===== src/rtl/peak_window3.sv =====
// peak_window3: per-frame max/min tracker for IEEE-754 single sums. It discards
// a warmup run after each start and reports the in-frame index of each extreme.
module peak_window3 #(
  parameter int FRAME_LEN = 64,
  parameter int WARMUP    = 2,
  parameter int IDXW      = $clog2(FRAME_LEN)
) (
  input  logic            clock,
  input  logic            aclr,
  input  logic            clk_en,
  input  logic            start,
  input  logic            in_valid,
  input  logic [31:0]     in_data,
  output logic            busy,
  output logic            frame_done,
  output logic [31:0]     max_out,
  output logic [31:0]     min_out,
  output logic [IDXW-1:0] max_idx,
  output logic [IDXW-1:0] min_idx,
  output logic            nan_seen
);
  typedef enum logic [1:0] {S_IDLE, S_WARMUP, S_ACCUM, S_DONE} state_t;

  localparam logic [31:0]     QNAN     = 32'h7FC0_0000;
  localparam logic [IDXW-1:0] LAST_IDX = IDXW'(FRAME_LEN - 1);
  // Unreachable when WARMUP=0, because IDLE then bypasses the WARMUP state.
  localparam logic [3:0]      WU_LAST  = 4'(WARMUP - 1);

  state_t          state, state_nxt;
  logic [3:0]      wcnt;
  logic [IDXW-1:0] scnt;
  logic            trk_vld, nan_flag;
  logic [31:0]     trk_max, trk_min;
  logic [IDXW-1:0] trk_max_idx, trk_min_idx;

  logic            n_vld, n_nan;
  logic [31:0]     n_max, n_min;
  logic [IDXW-1:0] n_max_idx, n_min_idx;

  logic        take, last, in_nan;
  logic [31:0] in_key;

  // Map floats to unsigned keys:
  // -inf < negatives < -0 < +0 < positives < +inf.
  function automatic logic [31:0] fkey(input logic [31:0] x);
    return x[31] ? ~x : (x ^ 32'h8000_0000);
  endfunction

  assign take   = (state == S_ACCUM) && in_valid;
  assign last   = take && (scnt == LAST_IDX);
  assign in_nan = (in_data[30:23] == 8'hFF) && (in_data[22:0] != '0);
  assign in_key = fkey(in_data);

  assign busy       = (state == S_WARMUP) || (state == S_ACCUM);
  assign frame_done = (state == S_DONE);

  // Tracker contents after the current sample is taken.
  // Strict compares make the earliest index win on ties.
  always_comb begin
    n_vld     = trk_vld;
    n_nan     = nan_flag;
    n_max     = trk_max;
    n_min     = trk_min;
    n_max_idx = trk_max_idx;
    n_min_idx = trk_min_idx;
    if (in_nan) begin
      n_nan = 1'b1;
    end else if (!trk_vld) begin
      n_vld     = 1'b1;
      n_max     = in_data;
      n_min     = in_data;
      n_max_idx = scnt;
      n_min_idx = scnt;
    end else begin
      if (in_key > fkey(trk_max)) begin
        n_max     = in_data;
        n_max_idx = scnt;
      end
      if (in_key < fkey(trk_min)) begin
        n_min     = in_data;
        n_min_idx = scnt;
      end
    end
  end

  always_comb begin
    state_nxt = state;
    case (state)
      S_IDLE:   if (start) state_nxt = (WARMUP == 0) ? S_ACCUM : S_WARMUP;
      S_WARMUP: if (in_valid && (wcnt == WU_LAST)) state_nxt = S_ACCUM;
      S_ACCUM:  if (last) state_nxt = S_DONE;
      S_DONE:   state_nxt = S_IDLE;
      default:  state_nxt = S_IDLE;
    endcase
  end

  always_ff @(posedge clock or posedge aclr) begin
    if (aclr) state <= S_IDLE;
    else if (clk_en) state <= state_nxt;
  end

  always_ff @(posedge clock or posedge aclr) begin
    if (aclr) begin
      wcnt        <= '0;
      scnt        <= '0;
      trk_vld     <= 1'b0;
      nan_flag    <= 1'b0;
      trk_max     <= '0;
      trk_min     <= '0;
      trk_max_idx <= '0;
      trk_min_idx <= '0;
      max_out     <= '0;
      min_out     <= '0;
      max_idx     <= '0;
      min_idx     <= '0;
      nan_seen    <= 1'b0;
    end else if (clk_en) begin
      case (state)
        S_IDLE: if (start) begin
          wcnt     <= '0;
          scnt     <= '0;
          trk_vld  <= 1'b0;
          nan_flag <= 1'b0;
        end
        S_WARMUP: if (in_valid) wcnt <= wcnt + 4'd1;
        S_ACCUM: if (in_valid) begin
          scnt        <= scnt + 1'b1;
          trk_vld     <= n_vld;
          nan_flag    <= n_nan;
          trk_max     <= n_max;
          trk_min     <= n_min;
          trk_max_idx <= n_max_idx;
          trk_min_idx <= n_min_idx;
        end
        default: ;
      endcase
      // Load the results while entering DONE, so they are valid alongside frame_done.
      if (last) begin
        max_out  <= n_vld ? n_max : QNAN;
        min_out  <= n_vld ? n_min : QNAN;
        max_idx  <= n_vld ? n_max_idx : '0;
        min_idx  <= n_vld ? n_min_idx : '0;
        nan_seen <= n_nan;
      end
    end
  end
endmodule

===== config.mk =====
export PLATFORM = sky130hd
export DESIGN_NAME = peak_window3
export DESIGN_NICKNAME = d
export VERILOG_FILES = /design/src/rtl/peak_window3.sv
export SDC_FILE = /design/constraint.sdc
export NUM_CORES = 1
export LEC_CHECK = 0
export CORE_ASPECT_RATIO = 0.75
export CORE_MARGIN = 3
export CORE_UTILIZATION = 60
export DETAILED_ROUTE_END_ITERATION = 6
export DONT_BUFFER_PORTS = 1
export PLACE_DENSITY = 0.85
export SLEW_MARGIN = 40
export SYNTH_ARGS = -nofsm -noshare
export SYNTH_HDL_FRONTEND = slang
export SYNTH_SLANG_ARGS = --single-unit
export TNS_END_PERCENT = 5

===== constraint.sdc =====
create_clock -name clock -period 8.35 [get_ports clock]
set_clock_uncertainty 0.2 [all_clocks]
set_input_delay 1.2525 -clock clock [delete_from_list [all_inputs] [get_ports clock]]
set_output_delay 1.2525 -clock clock [all_outputs]
set_load 0.01 [all_outputs]

==> impl_metrics.env <==
export IMPL_outcome="completed"
export IMPL_maxCapViolCount=0
export IMPL_drtPass1Iterations=5
export IMPL_grt_overflow=0
export IMPL_critPathLaunchType="primary input"
export IMPL_viasPerCell=6.33
export IMPL_post_route_period_util_pct=50.8
export IMPL_synth_ff_type="dfrtp_1"
export IMPL_root_buffer="clkbuf_16"
export IMPL_drtIter0Drc=575
export IMPL_p_leak_nw=4.74
export IMPL_slew_headroom_pct=51.3
export IMPL_port_buffers=0
export IMPL_cts_resized_gates=0
export IMPL_clockBufferDepth=2
export IMPL_critPathArrivalTime_ps=4320
export IMPL_path_class="in -> reg"
export IMPL_period_needed_ps=4250
export IMPL_setup_viol=0
export IMPL_ys_ff_latch=167
export IMPL_wl_mm=22.4
export IMPL_num_io_pins=116
export IMPL_syn_num_nets=957
export IMPL_synth_top_area_share_pct=44.4
export IMPL_timing_final_hold_violations=0
export IMPL_tritoncts="built"
export IMPL_wl_per_cell_um=21.4
export IMPL_crit_chain="xor2_1, ha_1, a21oi_1, o21ai_0, a221oi_1, o221ai_1, a21oi_2, a21o_1, buf_4, a221oi_1"
export IMPL_worstMarginPinSlew_ps=731
export IMPL_endpoint_kind="register"
export IMPL_start_util_pct=63.1
export IMPL_yosysTopAreaCell="dfrtp_1"
export IMPL_cp_required_ps=8420
export IMPL_area_growth_pct=7.69
export IMPL_netlist_area_um2=9420
export IMPL_antenna_found_initial=0
export IMPL_place_hpwl_mm=15.4
export IMPL_postSynthCellCount=849
export IMPL_holdCritPathClass="reg -> reg"
export IMPL_fp_row_count=38
export IMPL_track_usage_pct=26.9
export IMPL_final_nets=942
export IMPL_grt_pass1_vias=6709
export IMPL_final_max_slew_viol_count=0
export IMPL_grt_setup_unrepaired="no"
export IMPL_synth_async_reset_ratio_pct=100
export IMPL_gp_congestion=0.879
export IMPL_synth_cell_types=53
export IMPL_grt_max_degree=88
export IMPL_fill_cells=1126
export IMPL_clk_latency_ps=440
export IMPL_drc=0
export IMPL_num_vias=6629
export IMPL_drtAntennaViolNets=0
export IMPL_ys_warn_count=0
export IMPL_synth_edf_count=0
export IMPL_cp_slowest_stage_delay_ps=590
export IMPL_layout_commonest_cell="dfrtp_1"
export IMPL_grt_pass1_wl_mm=36.1
export IMPL_core_um2=14900
export IMPL_syn_area_per_cell_um2=11.1
export IMPL_drive_above_1_share_pct=14.9
export IMPL_peakVddDrop_uv=257
export IMPL_final_cell_mix="dfrtp_1 (166), ha_1 (71), mux2_2 (68)"
export IMPL_synth_seq_area_share_pct=44.4
export IMPL_dp_cells=1015
export IMPL_cp_common_cell="a221oi_1"
export IMPL_h_tree_depth=4
export IMPL_post_cts_buffers=0
export IMPL_power_density_nw_per_um2=341
export IMPL_max_freq_ghz=0.236
export IMPL_die_w_um=151
export IMPL_cts_buffers=17
export IMPL_final_cells=1047
export IMPL_n_antenna_cell=0
export IMPL_cts_sinks=167
export IMPL_critPathMaxFanout=35
export IMPL_hold_buffers=0
export IMPL_dieHeight_um=115
export IMPL_synth_top_cells_by_area="dfrtp_1 (44%), ha_1 (9.4%), mux2_2 (8.1%)"
export IMPL_tns_ps=0
export IMPL_critPathSlowestCell="a21oi_2"
export IMPL_cts_clk_slew_worst_paths_ps=60
export IMPL_dieArea_um2=17300
[metal layers]
| metal | vias to the layer above | track usage [%] | routed length, µm |
|---|---|---|---|
| li1 | 3020 | - | - |
| met1 | 3325 | 38.2 | 10100 |
| met2 | 254 | 40.4 | 9860 |
| met3 | 30 | 8.27 | 1950 |
| met4 | 0 | 7.19 | 438 |
| met5 | - | 0 | 0 |
[cells in the mapped netlist (3+ instances only)]
master and n:
mux2i_1 34, inv_1 18, nand4_1 13, nand2_1 59
nor2_1 37, nand3_1 16, o21ai_1 8, buf_4 6
o21a_1 5, a22o_1 4, a211oi_1 10, dfrtp_1 167
nor4_1 9, a221oi_1 3, nor3_1 17, xor2_1 34
ha_1 71, and2_1 24, a21oi_1 39, mux2_2 68
a221o_1 29, xnor2_1 61, a21o_1 7, clkbuf_1 16
buf_2 8, buf_1 9, o21ai_0 33, buf_6 6
mux2_1 7
[flip-flops by register name, indices dropped and copies added, names as in the netlist, 6 cells and up]
register / flops
max_idx: 6
max_out: 32
min_idx: 6
min_out: 32
scnt: 6
trk_max: 32
trk_max_idx: 6
trk_min: 32
trk_min_idx: 6
[report_power, final]
| group | switching, mW | internal (mW) | leakage [nW] |
|---|---|---|---|
| combinational | 0.740 | 0.721 | 2.25 |
| sequential | 0.224 | 0.990 | 2.20 |
| clock | 0.337 | 0.452 | 0.286 |
| total | 1.30 | 2.16 | 4.74 |
[path summary, 6_finish.rpt]
kind | cells past startpoint | end | slack (ps) | start
setup / recovery | 10 | max_out[22] | 4100 | in_data[31]
hold / removal | 1 | trk_max_idx[1] | 290 | trk_max_idx[1]
setup reg to reg | 10 | max_out[22] | 4140 | trk_max[31]
hold reg to reg | 1 | trk_max_idx[1] | 290 | trk_max_idx[1]
max in group asynchronous | 2 | trk_max[31] | 6230 | aclr
min in group asynchronous | 1 | trk_min_idx[4] | 540 | aclr
[critical path, delay by kind of cell]
kind | cells | cell delay [ps]
buf+inv | 1 | 440
compound gates | 7 | 2080
xor+xnor | 1 | 230
fa+ha+maj | 1 | 290
[layout make-up]
cell class / instances / area [µm²] / share of cell area, %
multi-input combinational: 618 / 4950 / 48.8
sequential: 167 / 4180 / 41.2
clock buffer: 19 / 443 / 4.37
tap: 200 / 250 / 2.47
clock inverter: 13 / 145 / 1.43
timing repair buffer: 12 / 97.6 / 0.962
inverter: 18 / 75.1 / 0.740
[cell families after synthesis]
| kind of cell | share of synthesized area [%] |
|---|---|
| AO/OA/AOI/OAI | 11.2 |
| XOR/XNOR | 8.83 |
| adder cells (fa/ha/maj) | 9.43 |
| buffers and inverters | 3.49 |
| flip-flops | 44.4 |
| multiplexers | 12.6 |
| AND/OR/NAND/NOR | 10.1 |
[per-stage QoR]
step                      setup WS (ps)  total power, mW  hold WS, ps  instance area [µm²]  utilization (%)
final                              4100             3.46          292                10100             68.0
after global routing               3930             3.71          317                10100             68.0
after CTS                          3920             3.45          297                10100             67.8
after detailed placement           3470             2.65          281                 9540             63.9
after global placement             3510             2.59          262                 9510             63.7
after floorplan                    2380             2.35          253                 9420                -
No activity file was read; power rests on OpenSTA's default activity.
